`src/rtl/mem_arbiter_pkg.sv`:
```
// Shared types and helpers for the byte-serial memory arbiter.
package mem_arbiter_pkg;

  typedef enum logic [2:0] {
    StIdle = 3'd0,
    StIfRd = 3'd1,
    StLsRd = 3'd2,
    StLsWr = 3'd3,
    StDone = 3'd4
  } state_e;

  typedef enum logic {
    GntIf = 1'b0,
    GntLs = 1'b1
  } grant_e;

  localparam logic [1:0] SzByte   = 2'b00;
  localparam logic [1:0] SzHalf   = 2'b01;
  localparam logic [1:0] SzWord   = 2'b10;
  localparam logic [1:0] IoRegion = 2'b11;

  // Illegal size code 2'b11 falls into the word case.
  function automatic logic [2:0] size_to_len(input logic [1:0] size);
    case (size)
      SzByte:  return 3'd1;
      SzHalf:  return 3'd2;
      default: return 3'd4;
    endcase
  endfunction

  function automatic logic is_io(input logic [1:0] region);
    return region == IoRegion;
  endfunction

endpackage

```
`src/rtl/mem_arbiter.sv`:
```
// Arbitrates the byte-wide RAM/IO port between instruction fetch and the load/store buffer,
// serialising each request into byte transactions.
module mem_arbiter
  import mem_arbiter_pkg::*;
#(
  parameter int unsigned ADDR_WIDTH = 32
) (
  input  logic                  clk,
  input  logic                  rst,
  input  logic                  rdy,
  input  logic                  rollback,
  input  logic [7:0]            mem_din,
  output logic [7:0]            mem_dout,
  output logic [ADDR_WIDTH-1:0] mem_a,
  output logic                  mem_wr,
  input  logic                  io_buffer_full,
  input  logic                  ic_req,
  input  logic [ADDR_WIDTH-1:0] ic_addr,
  output logic                  ic_done,
  output logic [31:0]           ic_data,
  input  logic                  ls_req,
  input  logic                  ls_wr,
  input  logic [ADDR_WIDTH-1:0] ls_addr,
  input  logic [1:0]            ls_size,
  input  logic [31:0]           ls_wdata,
  output logic                  ls_done,
  output logic [31:0]           ls_rdata
);

  state_e                  state_q, state_d;
  grant_e                  gnt_q, gnt_d;
  grant_e                  last_grant_q, last_grant_d;
  logic [ADDR_WIDTH-1:0]   addr_q, addr_d;
  logic [2:0]              len_q, len_d;
  logic [2:0]              cnt_q, cnt_d;
  logic                    iss_q, iss_d;
  logic [31:0]             wdata_q, wdata_d;
  logic [31:0]             buf_q, buf_d;
  logic [31:0]             ic_data_q, ic_data_d;
  logic [31:0]             ls_rdata_q, ls_rdata_d;

  logic [2:0]              issue_idx;
  logic [ADDR_WIDTH-1:0]   cur_addr;

  assign ic_data  = ic_data_q;
  assign ls_rdata = ls_rdata_q;

  always_comb begin
    state_d      = state_q;
    gnt_d        = gnt_q;
    last_grant_d = last_grant_q;
    addr_d       = addr_q;
    len_d        = len_q;
    cnt_d        = cnt_q;
    iss_d        = 1'b0;
    wdata_d      = wdata_q;
    buf_d        = buf_q;
    ic_data_d    = ic_data_q;
    ls_rdata_d   = ls_rdata_q;
    mem_a        = '0;
    mem_dout     = 8'h00;
    mem_wr       = 1'b0;
    ic_done      = 1'b0;
    ls_done      = 1'b0;
    // iss_q means addr+cnt was put on the bus last cycle, so its byte is on mem_din now.
    issue_idx    = iss_q ? cnt_q + 3'd1 : cnt_q;
    cur_addr     = addr_q + ADDR_WIDTH'(cnt_q);

    unique case (state_q)
      StIdle: begin
        if (rdy && !rollback && (ic_req || ls_req)) begin
          if (ls_req && (!ic_req || last_grant_q == GntIf)) begin
            gnt_d   = GntLs;
            addr_d  = ls_addr;
            len_d   = size_to_len(ls_size);
            wdata_d = ls_wdata;
            state_d = ls_wr ? StLsWr : StLsRd;
          end else begin
            gnt_d   = GntIf;
            addr_d  = ic_addr;
            len_d   = 3'd4;
            state_d = StIfRd;
          end
          last_grant_d = gnt_d;
          cnt_d        = 3'd0;
          buf_d        = 32'h0;
        end
      end

      StIfRd, StLsRd: begin
        if (issue_idx < len_q) begin
          mem_a = addr_q + ADDR_WIDTH'(issue_idx);
        end
        if (rollback) begin
          state_d = StIdle;
        end else if (rdy) begin
          if (iss_q) begin
            buf_d[{cnt_q[1:0], 3'b000} +: 8] = mem_din;
            cnt_d = cnt_q + 3'd1;
            if (cnt_q + 3'd1 == len_q) begin
              state_d = StDone;
              if (gnt_q == GntIf) begin
                ic_data_d = buf_d;
              end else begin
                ls_rdata_d = buf_d;
              end
            end
          end
          iss_d = (issue_idx < len_q);
        end
        // With rdy low iss_d stays 0, so an in-flight byte is dropped and re-issued later.
      end

      StLsWr: begin
        mem_a    = cur_addr;
        mem_dout = wdata_q[{cnt_q[1:0], 3'b000} +: 8];
        if (rdy && !(is_io(cur_addr[17:16]) && io_buffer_full)) begin
          mem_wr = 1'b1;
          cnt_d  = cnt_q + 3'd1;
          if (cnt_q + 3'd1 == len_q) begin
            state_d = StDone;
          end
        end
      end

      StDone: begin
        if (rdy) begin
          state_d = StIdle;
          if (gnt_q == GntIf) begin
            ic_done = 1'b1;
          end else begin
            ls_done = 1'b1;
          end
        end
      end

      default: state_d = StIdle;
    endcase
  end

  always_ff @(posedge clk) begin
    if (rst) begin
      state_q      <= StIdle;
      gnt_q        <= GntIf;
      last_grant_q <= GntIf;
      addr_q       <= '0;
      len_q        <= 3'd0;
      cnt_q        <= 3'd0;
      iss_q        <= 1'b0;
      wdata_q      <= 32'h0;
      buf_q        <= 32'h0;
      ic_data_q    <= 32'h0;
      ls_rdata_q   <= 32'h0;
    end else begin
      state_q      <= state_d;
      gnt_q        <= gnt_d;
      last_grant_q <= last_grant_d;
      addr_q       <= addr_d;
      len_q        <= len_d;
      cnt_q        <= cnt_d;
      iss_q        <= iss_d;
      wdata_q      <= wdata_d;
      buf_q        <= buf_d;
      ic_data_q    <= ic_data_d;
      ls_rdata_q   <= ls_rdata_d;
    end
  end

endmodule
```
`config.mk`:
```
export PLATFORM = sky130hd
export DESIGN_NAME = mem_arbiter
export DESIGN_NICKNAME = d
export VERILOG_FILES = /design/src/rtl/mem_arbiter_pkg.sv /design/src/rtl/mem_arbiter.sv
export SDC_FILE = /design/constraint.sdc
export NUM_CORES = 1
export LEC_CHECK = 0
export BUFFER_PORTS_ARGS = -buffer_cell sky130_fd_sc_hd__buf_2
export CORE_ASPECT_RATIO = 0.5
export CORE_UTILIZATION = 54
export DETAILED_ROUTE_END_ITERATION = 8
export HOLD_SLACK_MARGIN = 0.08
export PLACE_DENSITY = 0.81
export SLEW_MARGIN = 20
export SYNTH_ARGS = -nofsm -noshare
export SYNTH_HDL_FRONTEND = slang
export SYNTH_SLANG_ARGS = --single-unit
```
`constraint.sdc`:
```
create_clock -name clk -period 3.9 [get_ports clk]
set_input_delay 0.39 -clock clk [delete_from_list [all_inputs] [get_ports clk]]
set_output_delay 0.39 -clock clk [all_outputs]
set_load 0.005 [all_outputs]
```
Word level (Yosys, flattened, before mapping)
Cells that the tools add are included.
Storage, ports and cells
  bits in registers: 171
  input bits: 114
  output and inout bits: 107
  word-level logic and storage cells: 97
Cells by class
  $add $sub $neg: 4
  magnitude comparators: 1
  equality and inequality tests: 15
  shifts and indexed selects: 3
  mux-type cells: 37
  bitwise gates (word level): 4
  reduce and logical (&&, ||, !) cells: 23
Operator list (number)
  $mux 32: 6
  $pmux 32 s2: 2
  $add 32x3->32: 2
  $mux 3: 13
  $bwmux 32: 1
  $shift 8x7->32 const A: 1
  $shiftx 32x6->8: 1
  $shiftx 8x7->32: 1
  $reduce_and 5->1: 3
  $ne 2x2->1 const B: 6
  $pmux 3 s4: 1
  $reduce_and 6->1: 2
  $mux 1: 10
  $pmux 3 s3: 1
  $mux 8: 1
  $neg 5->7: 1
  $eq 3x2->1 const B: 2
  $ne 3x3->1 const B: 2
  $pmux 3 s2: 1
  $logic_and 1x1->1: 5
  $not 1->1: 4
  $reduce_or 4->1: 1
  $add 3x1->3 const B: 1
  $eq 3x1->1 const B: 1
  15 further kinds: 18

Longest topological paths before layout
Gate-level depths: netlist of the first run.
  depth in word-level cells: 7
  depth in mapped cells: 15
  mapped depth without buffers: 12

Worst setup path before layout of the first run
Ideal clock, no wire load.
  path kind: register -> output
  start: reg cnt_q[1]
  end: out mem_a[25]
  data arrival time: 3.257 ns
  required time: 3.510 ns
  slack: 0.253 ns
  stages on the path, launching flop included: 15
  buffers on the path: 2
  path through: dfxtp_1 -> clkbuf_1 -> inv_1 -> ha_1 -> clkbuf_1 -> nand2_1 -> o21ai_0 -> ha_1 -> a21o_1 -> a21oi_1 -> nor3b_1 -> nand3_1 -> o21a_1 -> o21ai_0 -> o31ai_1
Between the ends
  longest elaborated chain between the ends: 5
  elaborated cells on any way between the ends: 7
  those cells by class: 3 x add/sub; 1 x order compare; 3 x mux
Ends and longest elaborated chain
  start: declaration: line mem_arbiter.sv:35  | logic [2:0] cnt_q, cnt_d;
  start signal: assignment: line mem_arbiter.sv:160  | cnt_q <= cnt_d;
  $add 3x1->3: line mem_arbiter.sv:66  | issue_idx = iss_q ? cnt_q + 3'd1 : cnt_q;
  $mux 3
  $add 32x3->32 or $lt 3x3->1 (tied branches): line mem_arbiter.sv:92, mem_arbiter.sv:91
  $mux 32: line mem_arbiter.sv:91  | if (issue_idx < len_q) begin
  $pmux 32 s2 *: line mem_arbiter.sv:69  | unique case (state_q)
  end: declaration: line mem_arbiter.sv:14  | output logic [ADDR_WIDTH-1:0] mem_a,
Every way passes the cells marked *; elsewhere a longest branch is shown, timed or not.

Worst setup path in the final report of the first run
  start: reg cnt_q[0]
  end: out mem_a[26]
Same word-level chain as after synthesis.

==> impl_results.md, run 1 <==
* Status: complete, no violations
* Synth warn at 0
* Routed via count at approximately 9000
* Main synth FF type: dfxtp_1
* Avg Synthesized Cell Area at between 7 and 8 µm²
* Grt total ovfl at 0
* Pre-CTS WS at between 200 and 300 ps
* Hold Path Cell Cnt at 3
* Slew margin rel. at a little under a third
* Seq cells post-synth at 171
* Worst path slowest cell: fa_1
* Fin crit share at between 90% and 100%
* Sequential-to-total area share from yosys stat at between 30% and 40%
* Commonest non-fill, non-tap cells in the layout: buf_2 (219), dfxtp_1 (171), nor2_1 (162)
* Clock Skew at approximately 8.2 ps
* Setup-failing EPs final at 0
* Starting Density at between 50 and 60%
* Leading area contributor after synthesis: dfxtp_1
* P&R area growth vs syn at 21.8%
* Root buffer cell: clkbuf_16
* Mapped Cells at between 1000 and 1500
* Synth Net Count at between 1000 and 1500
* DIE AREA at roughly 17000 µm²
* Core area at between 15000 and 20000 µm²
* Commonest non-fill, non-tap cell in the layout: buf_2
* Via/cell ratio at a little under 6
* Area of the multi-input gates at approximately 5000 µm²
* Crit path kind: reg -> out
* Register area at approximately 3400 µm²
* Die height at between 90 and 100 µm
* CTS sink cnt at between 150 and 200
* Register share of total power at a little under half
* CP Capture Type: primary output
* Synth Cell Area at between 8000 and 9000 µm²
* Fin util at between 60% and 70%
* Clock slew seen by the registers of the worst setup and hold paths at around 70 ps
* Share of layout cells above drive strength 1 at a little under a quarter
* Maximum vdd drop at 0.000362 V
* Internal at 2.97 mW
* Power per Cell Area at roughly 390 nW/µm²
* Rows at 32
* IO Port Bufs at 220
* Logic gate share of total power at roughly a tenth
* WP data required at about 3500 ps
* Hold Path Class: in -> reg
* Crit start category: register
* First-pass GRT wire length at 40800 µm
* Largest net degree at the start of global routing at 73
* Layout Nets at about 1400
* Post-route setup slack at between 100 and 150 ps
* Post-DP HPWL at ~17000 µm
* DR DRC count at 0
* Synth area leaders: dfxtp_1 (40%), a21oi_1 (7.8%), nor2_1 (7.1%)
* Fillers at around 1300
* Post-synth EDFFs at 0
* Final hold vios at 0
* I/O pin cnt at 221
* Wire length per cell at roughly 17 µm
* Data arrival time of the critical path at 3370 ps
* Clk buf depth at 2
* Post-synth ARST share at 0%
* Minimum clock period at 3760 ps
* Total track usage at a little under a third
* Final GP Congestion at about 0.91
* Most used cell, CP: o21ai_0
* CTS buffer count at 17
* CTS tree: yes
* Antenna-violating nets left at 0
* Initial antenna violation count at 0
* Leakage power at around 4.2 nW
* Max Cap Violations at 0
* Clock share of power at about 44%
* DR iter-0 viols at between 900 and 1000
* Switching Power at ~1.1 mW
* Cell variety after synth at 60
* Number of global-route vias before repair at ~8000
* CP max stage delay at ~430 ps
* Die W at 181 µm
* Antenna Cells at 0
* CP Cell Sequence: buf_12 > ha_1 > inv_1 > fa_1 > nor2b_1 > o21a_1 > nand3_1 > nor2_1 > a21oi_1 > o21ai_0 > o21ai_0 > buf_2
* Routed WL at 25300 µm
* H-tree depth at 4
* R2R depth at 11
* Fmax at 266 MHz
* Max Slew Vio Count at 0
* Switching Share at 26.8%
* Worst Tran Pin Value at between 1000 and 1500 ps
* Pre-antenna DRT Iters at 6
* Yosys top cell area share at 39.6%
* Worst-Skew Late Latency at ~430 ps
* Hold_buf cts at 0
* Worst-path fanout max at 18
[synthesized netlist by cell type (6+ instances only)]
cell type,count
a211oi_1,65
a21oi_1,134
a22o_1,7
a22oi_1,7
a311oi_1,32
a31oi_1,14
and2_1,13
and3_1,7
buf_2,25
clkbuf_1,56
dfxtp_1,171
ha_1,14
inv_1,15
mux4_2,8
nand2_1,154
nand3_1,21
nand4_1,6
nor2_1,163
nor2b_1,38
nor3_1,37
o21a_1,7
o21ai_0,37
o22ai_1,9
[state kept, by name (all words and copies together), names as in the netlist, 3 cells and up]
| name | flops |
|---|---|
| ic_data | 32 |
| state_q | 3 |
| wdata_q | 32 |
| cnt_q | 3 |
| len_q | 3 |
| ls_rdata | 32 |
| addr_q | 32 |
| buf_q | 32 |
[layer usage]
metal | up-vias | part of all wire [%] | global-route usage, %
li1 | 4328 | - | -
met1 | 4183 | 43 | 39.4
met2 | 405 | 47 | 50.5
met3 | 51 | 7.7 | 6.50
met4 | 0 | 2.1 | 11.0
met5 | - | 0 | 0
[power by group through the flow]
stage	clock network [mW]	logic, mW	registers [mW]
after floorplan	0	0.280	1.85
after global placement	0	0.401	1.89
after detailed placement	0	0.412	1.89
after CTS	1.80	0.416	1.85
after global routing	1.88	0.470	1.86
final	1.78	0.426	1.85
[metrics by stage]
step | instance area [µm²] | instances | hold slack [ps] | power [mW] | TNS, ps
final | 10500 | 1507 | 193 | 4.06 | 0
after global routing | 10500 | 1507 | 190 | 4.21 | -47.1
after CTS | 10500 | 1507 | 183 | 4.07 | 0
after detailed placement | 9850 | 1476 | 445 | 2.30 | 0
after global placement | 9850 | 1476 | 440 | 2.29 | 0
after floorplan | 8650 | 1115 | 433 | 2.13 | 0
[cells by family after synthesis]
kind of cell             after synthesis  synth area share [%]
AND/OR/NAND/NOR                      463                  24.3
AO/OA/AOI/OAI                        342                  25.5
flip-flops                           171                  39.6
buffers and inverters                103                  4.85
adder cells (fa/ha/maj)               17                  2.60
XOR/XNOR                              10                  1.01
multiplexers                           9                  2.20
[layout make-up]
type / instances / area share, %
repair buffers: 244 / 12.3
well taps: 204 / 2.42
flip-flops and latches: 171 / 32.5
multi-input cells: 841 / 46.4
clock inverters: 14 / 1.78
clock buffers: 17 / 4.04
inverters: 16 / 0.570
[worst max-delay path, delay by kind of cell, from the launching register on]
family | cells | cell delay (ps)
buf+inv | 3 | 400
compound gates | 4 | 790
fa+ha+maj | 2 | 640
flops | 1 | 390
simple gates | 3 | 700
[worst paths after layout]
kind | startpoint | endpoint | slack, ps
max | cnt_q[0]$_SDFFE_PP0P_ | mem_a[26] | 140
min | ls_wdata[26] | wdata_q[26]$_SDFFE_PP0P_ | 190
max reg2reg | cnt_q[0]$_SDFFE_PP0P_ | cnt_q[1]$_SDFFE_PP0P_ | 720
min reg2reg | wdata_q[20]$_SDFFE_PP0P_ | wdata_q[20]$_SDFFE_PP0P_ | 460
[what timing repair did]
action                                  in CTS  in global routing
pin swaps                                    0                  0
buffers inserted                             0                  0
gates resized for setup                      4                 14
endpoints found under the setup margin      11                 30
Note: power is estimated with default switching activity, not from simulation.
==> run 2: changes to the inputs <==
==> constraint.sdc (replaced) <==
create_clock -name clk -period 3.9 [get_ports clk]
set_input_delay 0.78 -clock clk [delete_from_list [all_inputs] [get_ports clk]]
set_output_delay 0.78 -clock clk [all_outputs]
set_load 0.005 [all_outputs]
==> run 2 against run 1 <==
Global-route usage is 0.23 points higher. First-iteration DRC count down 11%. Die area unchanged. Cell area up 1.5%. Sequential share of layout area decreased by 0.44 points. Critical path depth is 1 higher. Critical endpoint is now mem_a[20].
==> impl_results.md, run 2 (synthesis gave the netlist of run 1 again) <==
* Post-DP HPWL at 17400 µm (+1.2%)
* Hold Path Class: reg -> reg
* Clock Skew at 9.44 ps (+1.19 ps)
* Via/cell ratio at 5.92 (-0.46%)
* Max Cap Violations at 0 (unchanged)
* Initial antenna violation count at 1 (+1)
* CTS sink cnt at 171 (unchanged)
* Switching Share at 28.7% (+2.0 points)
* H-tree depth at 4 (unchanged)
* Routed WL at 25700 µm (+1.6%)
* Clk buf depth at 2 (unchanged)
* First-pass GRT wire length at 41200 µm (+1.1%)
* Fin crit share at 98.6% (+2.3 points)
* DR iter-0 viols at 830 (-11%)
* Wire length per cell at 16.8 µm (+0.38%)
* DR DRC count at 0 (unchanged)
* Routed via count at 9038 (+0.79%)
* IO Port Bufs at 220 (unchanged)
* Switching Power at 1.14 mW (+4.5%)
* Maximum vdd drop at 0.000297 V (-18%)
* CP max stage delay at 380 ps (-50 ps)
* Commonest non-fill, non-tap cells in the layout: buf_2 (219), dfxtp_1 (169), nor2_1 (160)
* Grt total ovfl at 0 (unchanged)
* Die W at 181 µm (unchanged)
* Fmax at 260 MHz (-2.3%)
* Area of the multi-input gates at 4950 µm² (+1.4%)
* Power per Cell Area at 370 nW/µm² (-4.1%)
* WP data required at 3120 ps (-390 ps)
* Clock share of power at 42.2% (-1.7 points)
* Hold_buf cts at 0 (unchanged)
* Antenna-violating nets left at 0 (unchanged)
* Clock slew seen by the registers of the worst setup and hold paths at 70 ps (about the same)
* Logic gate share of total power at 10.9% (+0.4 points)
* Crit start category: register
* Total track usage at 30.7% (+0.23 points)
* I/O pin cnt at 221 (unchanged)
* Starting Density at 55.7% (unchanged)
* Pre-antenna DRT Iters at 6 (unchanged)
* Status: complete, no violations
* Commonest non-fill, non-tap cell in the layout: buf_2
* P&R area growth vs syn at 23.7%
* Most used cell, CP: a31oi_1
* Register share of total power at 46.9% (+1.3 points)
* CTS buffer count at 17 (unchanged)
* Rows at 32 (unchanged)
* Largest net degree at the start of global routing at 70 (-4.1%)
* Crit path kind: reg -> out
* Core area at 15500 µm² (unchanged)
* Worst-Skew Late Latency at 430 ps (about the same)
* Worst-path fanout max at 10 (-8)
* Fillers at 1272 (-4.6%)
* Final hold vios at 0 (unchanged)
* Root buffer cell: clkbuf_16
* Number of global-route vias before repair at 8187 (-0.38%)
* Leakage power at 4.26 nW (+2.2%)
* Share of layout cells above drive strength 1 at 25.7% (+2.0 points)
* CTS tree: yes
* CP Capture Type: primary output
* Worst path slowest cell: dfxtp_4
* Worst Tran Pin Value at 1030 ps (-4.51 ps)
* CP Cell Sequence: buf_12 > ha_4 > nand2_1 > xnor2_1 > ha_1 > a21oi_1 > nor2b_2 > nand3_2 > or2_4 > o22ai_2 > a31oi_1 > a31oi_1 > buf_2
* Die height at 91.5 µm (unchanged)
* Minimum clock period at 3850 ps (+90.2 ps)
* Final GP Congestion at 0.948 (+3.9%)
* Max Slew Vio Count at 0 (unchanged)
* Layout Nets at 1438 (+1.2%)
* Internal at 2.82 mW (-5.2%)
* DIE AREA at 16600 µm² (unchanged)
* Setup-failing EPs final at 0 (unchanged)
* Power Total at 3.95 mW (-2.6%)
* Fin util at 68.8% (+1.0 points)
* Data arrival time of the critical path at 3070 ps (-300 ps)
* Slew margin rel. at 30.7% (+0.30 points)
* Register area at 3430 µm² (+0.15%)
run 2: changes by cell type in the layout (fill, tap and decap cells not counted), sizes merged:
cell      before  now
buf          244  261
bufinv         3    0
diode          0    1
inv           19   22
clkinvlp       3    2
clkbuf        17   19
run 2: area by class of cell:
type | count | area share [%]
timing repair buffer | 261 | 13.3
sequential | 171 | 32.1
clock inverter | 13 | 1.17
antenna | 1 | 0.0234
clock buffer | 19 | 4.14
inverter | 16 | 0.562
multi-input combinational | 841 | 46.3
tap | 204 | 2.39
run 2: timing repair:
item / in CTS / in global routing
gates cloned: 0 / 0
gates resized for setup: 13 / 29
endpoints found under the setup margin: 30 / 30
pin swaps: 1 / 8
buffers inserted: 1 / 11
run 2: worst paths after layout:
kind         slack (ps)                startpoint                  endpoint  depth (start not counted)
max                  50     cnt_q[0]$_SDFFE_PP0P_                 mem_a[20]                         13
min                 460  wdata_q[13]$_SDFFE_PP0P_  wdata_q[13]$_SDFFE_PP0P_                          2
max reg2reg         940     cnt_q[0]$_SDFFE_PP0P_     cnt_q[1]$_SDFFE_PP0P_                         11
min reg2reg         460  wdata_q[13]$_SDFFE_PP0P_  wdata_q[13]$_SDFFE_PP0P_                          2
run 2: power groups by stage:
stage	logic (mW)	registers, mW	clock network (mW)
finish	0.432	1.85	1.67
global route	0.475	1.86	1.77
CTS	0.420	1.85	1.69
detailed placement	0.415	1.89	0
global placement	0.406	1.89	0
floorplan	0.280	1.85	0
run 2: metrics by stage:
step / instances / worst slack [ps] / hold slack (ps) / area [µm²] / setup TNS [ps]
6_report: 1526 / 53.7 / 455 / 10700 / 0
5_1_grt: 1525 / -38.1 / 468 / 10700 / -138
4_1_cts: 1514 / -58.7 / 457 / 10500 / -225
3_5_place_dp: 1481 / 132 / 447 / 9890 / 0
3_3_place_gp: 1481 / 297 / 441 / 9890 / 0
2_1_floorplan: 1115 / 41.6 / 433 / 8650 / 0
run 2: layer usage:
| metal | track usage, % | share of wire (%) | up-vias |
|---|---|---|---|
| met5 | 0 | 0 | - |
| met1 | 40.1 | 43 | 4208 |
| li1 | - | - | 4371 |
| met2 | 51.0 | 47 | 395 |
| met4 | 8.90 | 1.9 | 0 |
| met3 | 6.82 | 7.5 | 64 |
run 2: critical path: cells and delay by family, from the launching register on:
kind            cells  cell delay [ps]
fa+ha+maj           2              530
compound gates      4              560
simple gates        4              710
flops               1              380
xor+xnor            1              160
buf+inv             2              290
